===== src/rtl/id_stage_controller.sv =====
// -----------------------------------------------------------------------------
// id_stage_controller
//
// Purpose:
//   Decode-stage sequencer. Classifies the instruction held in IF/ID, tells the
//   immediate extender which format to build (imm_src), and captures the
//   extended immediate plus the decode fields into the ID/EX register. It uses a
//   valid/ready handshake towards IF and EX. It inserts one bubble for each
//   load-use pair and honours a branch/jump flush.
//
// Parameters:
//   XLEN         datapath width of pc and immediate
//   STALL_CNT_W  width of the saturating load-use bubble counter
//
// Ports:
//   clk, rst_n           rising-edge clock, asynchronous active-low reset
//   if_valid, if_inst,   IF/ID contents (valid, instruction word, PC)
//   if_pc
//   id_ready             ID accepts if_inst this cycle (combinational)
//   imm_src              extender format I=000 S=001 B=010 U=011 J=100 (comb.)
//   imm_ext              extended immediate from the extender
//   flush                kill the ID and ID/EX contents
//   ex_ready             EX consumes the ID/EX register this cycle
//   ex_valid, ex_pc,     registered ID/EX contents
//   ex_imm, ex_rs1,
//   ex_rs2, ex_rd,
//   ex_mem_read,
//   ex_use_imm
//   stall_cnt            load-use bubbles inserted (saturating)
//   illegal_inst         registered illegal-opcode flag (only present with
//                        ILLEGAL_TRAP_EN defined)
//
// Configuration:
//   ILLEGAL_TRAP_EN      when defined, an unknown opcode is passed to EX with
//                        illegal_inst=1. When undefined, an unknown opcode is
//                        decoded as an OP (R-type) instruction and no flag exists.
// -----------------------------------------------------------------------------
module id_stage_controller #(
  parameter int XLEN        = 32,
  parameter int STALL_CNT_W = 16
) (
  input  logic                   clk,
  input  logic                   rst_n,
  input  logic                   if_valid,
  input  logic [31:0]            if_inst,
  input  logic [XLEN-1:0]        if_pc,
  output logic                   id_ready,
  output logic [2:0]             imm_src,
  input  logic [XLEN-1:0]        imm_ext,
  input  logic                   flush,
  input  logic                   ex_ready,
  output logic                   ex_valid,
  output logic [XLEN-1:0]        ex_pc,
  output logic [XLEN-1:0]        ex_imm,
  output logic [4:0]             ex_rs1,
  output logic [4:0]             ex_rs2,
  output logic [4:0]             ex_rd,
  output logic                   ex_mem_read,
  output logic                   ex_use_imm,
  output logic [STALL_CNT_W-1:0] stall_cnt
`ifdef ILLEGAL_TRAP_EN
  ,
  output logic                   illegal_inst
`endif
);

  localparam logic [6:0] OPC_OP_IMM = 7'b0010011;
  localparam logic [6:0] OPC_LOAD   = 7'b0000011;
  localparam logic [6:0] OPC_JALR   = 7'b1100111;
  localparam logic [6:0] OPC_STORE  = 7'b0100011;
  localparam logic [6:0] OPC_BRANCH = 7'b1100011;
  localparam logic [6:0] OPC_LUI    = 7'b0110111;
  localparam logic [6:0] OPC_AUIPC  = 7'b0010111;
  localparam logic [6:0] OPC_JAL    = 7'b1101111;
  localparam logic [6:0] OPC_OP     = 7'b0110011;

  localparam logic [2:0] IMM_I = 3'b000;
  localparam logic [2:0] IMM_S = 3'b001;
  localparam logic [2:0] IMM_B = 3'b010;
  localparam logic [2:0] IMM_U = 3'b011;
  localparam logic [2:0] IMM_J = 3'b100;

  localparam logic [STALL_CNT_W-1:0] STALL_ONE = {{(STALL_CNT_W-1){1'b0}}, 1'b1};

  // Raw instruction fields
  logic [6:0] opcode_s;
  logic [4:0] rs1_s;
  logic [4:0] rs2_s;
  logic [4:0] rd_raw_s;
  logic       unused_inst_bits_s;

  assign opcode_s = if_inst[6:0];
  assign rs1_s    = if_inst[19:15];
  assign rs2_s    = if_inst[24:20];
  assign rd_raw_s = if_inst[11:7];
  // funct3/funct7 are decoded in EX, not here
  assign unused_inst_bits_s = ^{if_inst[31:25], if_inst[14:12]};

  // Decode results
  logic [2:0] dec_imm_src_s;
  logic       dec_use_imm_s;
  logic       dec_uses_rs1_s;
  logic       dec_uses_rs2_s;
  logic       dec_mem_read_s;
  logic       dec_rd_zero_s;
  logic       dec_illegal_s;
  logic [4:0] dec_rd_s;

  // ID/EX register state
  logic                   ex_valid_q,    ex_valid_d;
  logic [XLEN-1:0]        ex_pc_q,       ex_pc_d;
  logic [XLEN-1:0]        ex_imm_q,      ex_imm_d;
  logic [4:0]             ex_rs1_q,      ex_rs1_d;
  logic [4:0]             ex_rs2_q,      ex_rs2_d;
  logic [4:0]             ex_rd_q,       ex_rd_d;
  logic                   ex_mem_read_q, ex_mem_read_d;
  logic                   ex_use_imm_q,  ex_use_imm_d;
  logic                   ex_illegal_q,  ex_illegal_d;
  logic [STALL_CNT_W-1:0] stall_cnt_q,   stall_cnt_d;

  // Handshake helpers
  logic hazard_s;
  logic ex_free_s;
  logic xfer_s;
  logic bubble_s;

  // Opcode classification: immediate format, operand use and destination rules
  always_comb begin
    dec_imm_src_s  = IMM_I;
    dec_use_imm_s  = 1'b0;
    dec_uses_rs1_s = 1'b1;
    dec_uses_rs2_s = 1'b1;
    dec_mem_read_s = 1'b0;
    dec_rd_zero_s  = 1'b0;
    dec_illegal_s  = 1'b0;
    case (opcode_s)
      OPC_OP_IMM, OPC_JALR: begin
        dec_use_imm_s  = 1'b1;
        dec_uses_rs2_s = 1'b0;
      end
      OPC_LOAD: begin
        dec_use_imm_s  = 1'b1;
        dec_uses_rs2_s = 1'b0;
        dec_mem_read_s = 1'b1;
      end
      OPC_STORE: begin
        dec_imm_src_s = IMM_S;
        dec_use_imm_s = 1'b1;
        dec_rd_zero_s = 1'b1;
      end
      OPC_BRANCH: begin
        dec_imm_src_s = IMM_B;
        dec_rd_zero_s = 1'b1;
      end
      OPC_LUI, OPC_AUIPC: begin
        dec_imm_src_s  = IMM_U;
        dec_use_imm_s  = 1'b1;
        dec_uses_rs1_s = 1'b0;
        dec_uses_rs2_s = 1'b0;
      end
      OPC_JAL: begin
        dec_imm_src_s  = IMM_J;
        dec_use_imm_s  = 1'b1;
        dec_uses_rs1_s = 1'b0;
        dec_uses_rs2_s = 1'b0;
      end
      OPC_OP: begin
        dec_use_imm_s = 1'b0;
      end
      default: begin
`ifdef ILLEGAL_TRAP_EN
        // Trapped instruction reads nothing, so it never raises a hazard
        dec_illegal_s  = 1'b1;
        dec_uses_rs1_s = 1'b0;
        dec_uses_rs2_s = 1'b0;
        dec_rd_zero_s  = 1'b1;
`else
        // Unknown opcode falls through as an R-type OP
        dec_illegal_s  = 1'b0;
`endif
      end
    endcase
  end

  assign dec_rd_s = dec_rd_zero_s ? 5'd0 : rd_raw_s;
  assign imm_src  = dec_imm_src_s;

  // Load-use hazard against the instruction currently in ID/EX
  assign hazard_s = ex_valid_q & ex_mem_read_q & (ex_rd_q != 5'd0) &
                    ((dec_uses_rs1_s & (ex_rd_q == rs1_s)) |
                     (dec_uses_rs2_s & (ex_rd_q == rs2_s)));

  assign ex_free_s = ~ex_valid_q | ex_ready;
  // rst_n gating keeps id_ready low while reset is asserted
  assign id_ready  = rst_n & ~flush & ~hazard_s & ex_free_s;
  assign xfer_s    = if_valid & id_ready;
  assign bubble_s  = hazard_s & if_valid & ex_free_s;

  // ID/EX next state in priority order: flush, transfer, bubble, drain, hold
  always_comb begin
    ex_valid_d    = ex_valid_q;
    ex_pc_d       = ex_pc_q;
    ex_imm_d      = ex_imm_q;
    ex_rs1_d      = ex_rs1_q;
    ex_rs2_d      = ex_rs2_q;
    ex_rd_d       = ex_rd_q;
    ex_mem_read_d = ex_mem_read_q;
    ex_use_imm_d  = ex_use_imm_q;
    ex_illegal_d  = ex_illegal_q;
    stall_cnt_d   = stall_cnt_q;
    if (flush) begin
      ex_valid_d = 1'b0;
    end else if (xfer_s) begin
      ex_valid_d    = 1'b1;
      ex_pc_d       = if_pc;
      ex_imm_d      = imm_ext;
      ex_rs1_d      = rs1_s;
      ex_rs2_d      = rs2_s;
      ex_rd_d       = dec_rd_s;
      ex_mem_read_d = dec_mem_read_s;
      ex_use_imm_d  = dec_use_imm_s;
      ex_illegal_d  = dec_illegal_s;
    end else if (bubble_s) begin
      ex_valid_d = 1'b0;
      if (stall_cnt_q != '1) begin
        stall_cnt_d = stall_cnt_q + STALL_ONE;
      end else begin
        stall_cnt_d = stall_cnt_q;
      end
    end else if (ex_ready) begin
      ex_valid_d = 1'b0;
    end else begin
      // Backpressure: every field holds
      ex_valid_d = ex_valid_q;
    end
  end

  // ID/EX register and bubble counter
  always_ff @(posedge clk or negedge rst_n) begin
    if (!rst_n) begin
      ex_valid_q    <= 1'b0;
      ex_pc_q       <= '0;
      ex_imm_q      <= '0;
      ex_rs1_q      <= 5'd0;
      ex_rs2_q      <= 5'd0;
      ex_rd_q       <= 5'd0;
      ex_mem_read_q <= 1'b0;
      ex_use_imm_q  <= 1'b0;
      ex_illegal_q  <= 1'b0;
      stall_cnt_q   <= '0;
    end else begin
      ex_valid_q    <= ex_valid_d;
      ex_pc_q       <= ex_pc_d;
      ex_imm_q      <= ex_imm_d;
      ex_rs1_q      <= ex_rs1_d;
      ex_rs2_q      <= ex_rs2_d;
      ex_rd_q       <= ex_rd_d;
      ex_mem_read_q <= ex_mem_read_d;
      ex_use_imm_q  <= ex_use_imm_d;
      ex_illegal_q  <= ex_illegal_d;
      stall_cnt_q   <= stall_cnt_d;
    end
  end

  assign ex_valid    = ex_valid_q;
  assign ex_pc       = ex_pc_q;
  assign ex_imm      = ex_imm_q;
  assign ex_rs1      = ex_rs1_q;
  assign ex_rs2      = ex_rs2_q;
  assign ex_rd       = ex_rd_q;
  assign ex_mem_read = ex_mem_read_q;
  assign ex_use_imm  = ex_use_imm_q;
  assign stall_cnt   = stall_cnt_q;

`ifdef ILLEGAL_TRAP_EN
  assign illegal_inst = ex_illegal_q;
`else
  logic unused_illegal_s;
  assign unused_illegal_s = ex_illegal_q;
`endif

endmodule


===== config.mk =====
export PLATFORM = sky130hd
export DESIGN_NAME = id_stage_controller
export DESIGN_NICKNAME = d
export VERILOG_FILES = /design/src/rtl/id_stage_controller.sv
export SDC_FILE = /design/constraint.sdc
export NUM_CORES = 1
export LEC_CHECK = 0
export CORE_UTILIZATION = 42
export CTS_BUF_LIST = sky130_fd_sc_hd__clkbuf_4
export DETAILED_ROUTE_END_ITERATION = 6
export PLACE_DENSITY = 0.85
export SETUP_SLACK_MARGIN = 0.05
export SYNTH_ARGS = -nofsm -noshare
export SYNTH_HDL_FRONTEND = slang
export SYNTH_SLANG_ARGS = --single-unit

===== constraint.sdc =====
create_clock -name clk -period 3.15 [get_ports clk]
set_clock_uncertainty 0.2 [all_clocks]
set_input_delay 0.315 -clock clk [delete_from_list [all_inputs] [get_ports clk]]
set_output_delay 0.315 -clock clk [all_outputs]
set_load 0.02 [all_outputs]

* After elaboration in Yosys (flattened, before gate mapping)
Index checks and enable logic that the tools add are counted.
** Word-level totals
- Logic and storage cells :: 58
- Memories :: 0
- Output and inout bits :: 102
- Bits in read-only memories :: 0
- Bits of input ports :: 101
- Bits in latches :: 0
- Memory bits (writable) :: 0
- Bits in registers :: 98
** Cells by class
- $add $sub $neg :: 1
- Reductions and logical operators :: 9
- Div/mod/pow operators :: 0
- Multipliers :: 0
- Shift operators :: 0
- Magnitude comparators :: 0
- Bitwise operators :: 17
- Eq/ne operators :: 11
- Mux-type cells :: 11
** Operator list (count)
- $eq A7 B7 Y1 const B :: 3
- $add A16 B1 Y16 const B :: 1
- $ne A16 B16 Y1 const B :: 1
- $eq A7 B5 Y1 const B :: 2
- $eq A7 B6 Y1 const B :: 2
- $pmux W3 S4 :: 1
- $and A1 B1 Y1 :: 11
- $eq A5 B5 Y1 :: 2
- $mux W1 :: 9
- $eq A7 B2 Y1 const B :: 1
- $reduce_or A7 Y1 :: 1
- $reduce_or A6 Y1 :: 1
- $mux W5 :: 1
- $reduce_bool A5 Y1 :: 1
- $not A1 Y1 :: 4
- $reduce_and A4 Y1 :: 1
- $reduce_bool A4 Y1 :: 1
- $reduce_or A2 Y1 :: 2
- $reduce_or A3 Y1 :: 1
- $or A1 B1 Y1 :: 2
- $reduce_and A2 Y1 :: 1

* Logic depth before layout (Yosys ltp)
Gate-level depths: netlist (run 1).
- Depth in word-level cells :: 12
- Mapped depth :: 8
- Mapped depth without buffers :: 6

* Least setup slack after synthesis (run 1)
No wires, ideal clock.
- Path type :: reg-to-reg
- From :: reg ex_rd_q[0], in the netlist ex_rd[0]
- To :: reg ex_imm_q[0], in the netlist ex_imm[0]
- Clock period less this slack :: 2.655 ns
- Path buffers :: 2
- Path slack :: 0.495 ns
- Data required time :: 2.823 ns
- Arrival :: 2.328 ns
- Library setup time :: 0.127 ns
- Stages on the path, launching flop included :: 8
- Cells stage by stage :: dfrtp_1 > or4_1 > o21ai_2 > nor3_1 > a211oi_2 > buf_4 > buf_6 > mux2_1
** On the way
- Longest elaborated chain between the ends :: 9
- Elaborated cells between the ends (all ways) :: 13
- Those cells by class :: eq/ne: 2; bitwise: 9; reduce/logical: 2
** RTL lines
- start: declaration :: line 115 : logic [4:0] ex_rd_q, ex_rd_d;
- start signal: assignment :: line 257 : ex_rd_q <= ex_rd_d;
- $eq A5 B5 Y1 (on tied branches) :: line 190, 191
- $and A1 B1 Y1 (on tied branches) :: line 190, 191
- $or A1 B1 Y1 :: line 190 : ((dec_uses_rs1_s & (ex_rd_q == rs1_s)) |
- $and A1 B1 Y1 * :: line 189 : assign hazard_s = ex_valid_q & ex_mem_read_q & (ex_rd_q != 5'd0) &
- $not A1 Y1 * :: line 195 : assign id_ready = rst_n & ~flush & ~hazard_s & ex_free_s;
- $and A1 B1 Y1 * (2 in a row) :: line 195
- $and A1 B1 Y1 * :: line 196 : assign xfer_s = if_valid & id_ready;
- $reduce_and A2 Y1 (no source line) *
- end signal: assignment :: line 254 : ex_imm_q <= ex_imm_d;
- end: declaration :: line 112 : logic [XLEN-1:0] ex_imm_q, ex_imm_d;
Every way passes the cells marked *; elsewhere a longest branch is shown, timed or not.
A chain may end at the register's enable or synchronous reset.

* Worst setup path in the final report (run 1)
- From :: reg ex_rd_q[0], in the netlist ex_rd[0]
- To :: out id_ready
** On the way
- Longest elaborated chain between the ends :: 7
- Elaborated cells between the ends (all ways) :: 11
- Those cells by class :: eq/ne: 2; bitwise: 8; reduce/logical: 1
** RTL lines
- $eq A5 B5 Y1 (on tied branches) :: line 190, 191
- $and A1 B1 Y1 (on tied branches) :: line 190, 191
- $or A1 B1 Y1 :: line 190
- $and A1 B1 Y1 * :: line 189
- $not A1 Y1 * :: line 195
- $and A1 B1 Y1 * (2 in a row) :: line 195
- end: declaration :: line 47 : output logic id_ready,
Marked as above.

==> out/summary.md, run 1 <==
### Cells and area
* 622 — final net count
* 653 — final cell count without fillers
* sky130_fd_sc_hd__clkdlybuf4s50_1 — commonest non-fill, non-tap cell in the layout
* 0 — final antenna diode count
* 703 — filler cell count
* 0.191 — ratio of cells with drive above 1 in the final layout
* sky130_fd_sc_hd__clkdlybuf4s50_1, sky130_fd_sc_hd__dfrtp_1, sky130_fd_sc_hd__mux2_2 — most frequent cells in the layout
* 57.1% — growth of design area from synthesis to finish

### Outcome
* finished clean — run status

### Routing
* 892 um — met3 layer wire length in the routed design
* 4 — total iterations of the first detailed-routing run
* 3,272 — overall via count from detail_route
* 10,500 um — drt total wl
* 0 — post-detailed-route DRC marker count
* met4 — highest routing layer actually used
* 120 — DRC marker count from the first detailed-route iteration
* 0 — post-route antenna net violation count
* 4110 um — routed metal-1 wire length
* 5.01 — post-DR vias/cell
* 16.0 um — Routed WL per cell
* 5330 um — Detail Route met2 WL

### Setup path
* ex_rd[0]$_DFFE_PN0P_ — startpoint of the lowest-slack register-to-register path
* 0.58 ns — largest stage delay on the critical path
* sky130_fd_sc_hd__or4_1 — Crit-path slowest cell
* simple AND/OR/NAND/NOR gates — family with the most delay on the worst path
* ex_pc[16]$_DFFE_PN0P_ — endpoint of the lowest-slack register-to-register path
* output pin — CP endpoint kind
* flop to output pin — Setup CP Type
* 2.44 ns — Critical Path AT
* 0.35 ns — setup slack, reg-to-reg
* 6 — largest fanout on the critical path
* ex_rd[0]$_DFFE_PN0P_ — startpoint of the most critical setup path
* 1 — total buffers and inverters traversed by the critical path
* or4_1, o21ai_4, nor2_1, a21oi_2, nand2_1, a21oi_1, clkdlybuf4s15_2 — sequence of cells on the critical path
* 7 — number of gates on the worst path with buffers counted
* 7 — r2r worst-path depth
* flop — Worst Setup Start Kind
* 2.63 ns — WP data required

### Die
* 203 — I/O pin count
* 102 um — die boundary height
* 0.0103 mm2 — area enclosed by the die boundary
* 102 um — Chip Width
* 35 — FP Rows
* 0.00942 mm2 — placeable core region
* 0.442 — Initial Util

### STA
* 0 — Final Hold Violating Endpoints
* 2.95 ns — time the worst path needs with I/O delays and setup
* 0 — Max Slew Vio Count
* 0.556 — worst max-slew margin expressed relative to the limit
* 339 MHz — maximum clock frequency
* 0.256 ns — worst hold slack across all endpoints
* no — RSZ-0062 raised after global routing
* 0.199 ns — Final Worst Setup Slack
* 0 — final-report setup violation count
* 0 ns — Setup TNS
* 0.666 ns — Worst Max-Slew Pin Slew
* 0.937 — final critical-path share of the clock period

### Min path
* if_inst[11] — hold_sp
* ex_rd[4]$_DFFE_PN0P_ — worst min-delay path endpoint
* input port to flop — Worst Hold Class
* 3 — hold-critical path depth

### Power and ir drop
* 0.318 mV — Max rail drop VDD
* 534 mW/mm2 — PD cells
* 2.70 nW — static leakage power

### Synthesis
* 412 — number of nets in the synthesized netlist
* sky130_fd_sc_hd__dfrtp_1 — dominant register cell in the synthesized netlist
* 13.4 um2 — per-instance average area after synthesis
* 0.589 — sequential area share after synthesis
* 0 — number of enable flip-flop cells after synthesis
* 98 — post-synthesis register bit count
* 0 — Synth warnings
* 38 — Yosys cell types
* 310 — synthesized instance count
* 0.00416 mm2 — combined area of all synthesized cells
* 1.00 — Post-synth ARST share

### Clock network
* 9 — total clock buffers created by CTS
* built — clock tree from TritonCTS
* 3 — Max H-tree Level
* 0.15 ns — clock slew at reported path FFs
* 98 — clock net sink count
* 0.43 ns — worst-skew pair later-pin latency
* 2 — Max Root-Sink Buffers
* sky130_fd_sc_hd__clkbuf_4 — clock root cell

### Place
* 634 — instance count after placement with tap cells included
* 192 — number of buffers inserted by port buffering
* 0.00523 ns — dpl ws
* 7900 um — placed wire-length estimate after detailed placement
* 0.952 — final weighted congestion in routability-driven placement

### Global route
* 0 — global route overflow
* 0 — initial antenna violation count
* 16,900 um — wire length of the first global-routing pass
* 3,439 — vias in the first global route
* 55 — largest net degree at the start of global routing
* 0.212 — GR Util All Layers

### Job
* 0 — max capacitance violation total

## routing by layer
metal,up-vias,GRT usage
met5,-,0
met3,13,0.0607
met2,140,0.367
met1,1596,0.252
li1,1523,-
met4,0,0.0758
## layout make-up
type	instances	area (um2)	area share
well taps	129	161	0.0247
multi-input cells	193	1630	0.249
repair buffers	209	2100	0.321
clock inverters	5	80.1	0.0123
clock buffers	10	75.1	0.0115
flip-flops and latches	98	2460	0.376
inverters	9	33.8	0.00517
## report_power, final
group | total [W] | switching (W) | internal [W]
combinational | 0.00117 | 0.000525 | 0.000644
clock | 0.000732 | 0.000406 | 0.000326
sequential | 0.00159 | 0.000122 | 0.00147
## repair_timing
item	in CTS	in global routing
hold buffers	1	0
resized for setup	3	5
endpoints found under the setup margin	1	1
pin swaps	0	2
hold endpoints to repair	44	0
setup buffers	0	3
## synthesized netlist by cell type, drive strengths merged, types with 5 or more instances
master / number / area (um2)
dfrtp: 98 / 2450
mux2: 77 / 867
nor3: 14 / 70.1
xor2: 14 / 123
nand2: 11 / 41.3
nand3: 11 / 55.1
buf: 10 / 65.1
nor2: 10 / 37.5
inv: 9 / 33.8
xnor2: 9 / 78.8
o21ai: 6 / 33.8
a21oi: 5 / 25.0
## cells by family after synthesis
group / after synthesis / share of synthesized area
flops: 98 / 0.589
buf+inv: 19 / 0.0238
mux: 77 / 0.208
simple gates: 70 / 0.0905
fa+ha+maj: 1 / 0.00301
compound gates: 22 / 0.0364
xor+xnor: 23 / 0.0484
## per-stage QoR
stage / power, W / util / cell area (um2)
final: 0.00349 / 0.694 / 6540
after global routing: 0.00366 / 0.694 / 6540
after CTS: 0.00352 / 0.690 / 6500
after detailed placement: 0.00278 / 0.672 / 6330
after global placement: 0.00274 / 0.672 / 6330
after floorplan: 0.00211 / - / 4160
## worst max-delay path by stage
stage,end
final,id_ready
after global routing,id_ready
after CTS,id_ready
after detailed placement,id_ready
after global placement,id_ready
after floorplan,ex_imm[0]$_DFFE_PN0P_
## state kept, by name, indices dropped and copies added, names as in the netlist
| register | cells |
|---|---|
| ex_use_imm | 1 |
| ex_pc | 32 |
| stall_cnt | 16 |
| ex_rs2 | 5 |
| ex_valid | 1 |
| ex_rs1 | 5 |
| ex_imm | 32 |
| ex_mem_read | 1 |
| ex_rd | 5 |
## worst min-delay path, stage by stage
cell	delay [ns]
sky130_fd_sc_hd__clkdlybuf4s50_1	0.41
sky130_fd_sc_hd__nand3_1	0.06
sky130_fd_sc_hd__o21ai_0	0.07
(Power assumes the default switching activity.)
==> inputs of run 2 (changes only) <==
- TNS_END_PERCENT: default -> 30
==> results of run 2 <==
Final layout, timing and power as in run 1 (identical DEF).
==> inputs of run 3 (changes only) <==
- SLEW_MARGIN: default -> 20
==> results of run 3 <==
Final layout, timing and power as in run 1 (identical DEF).
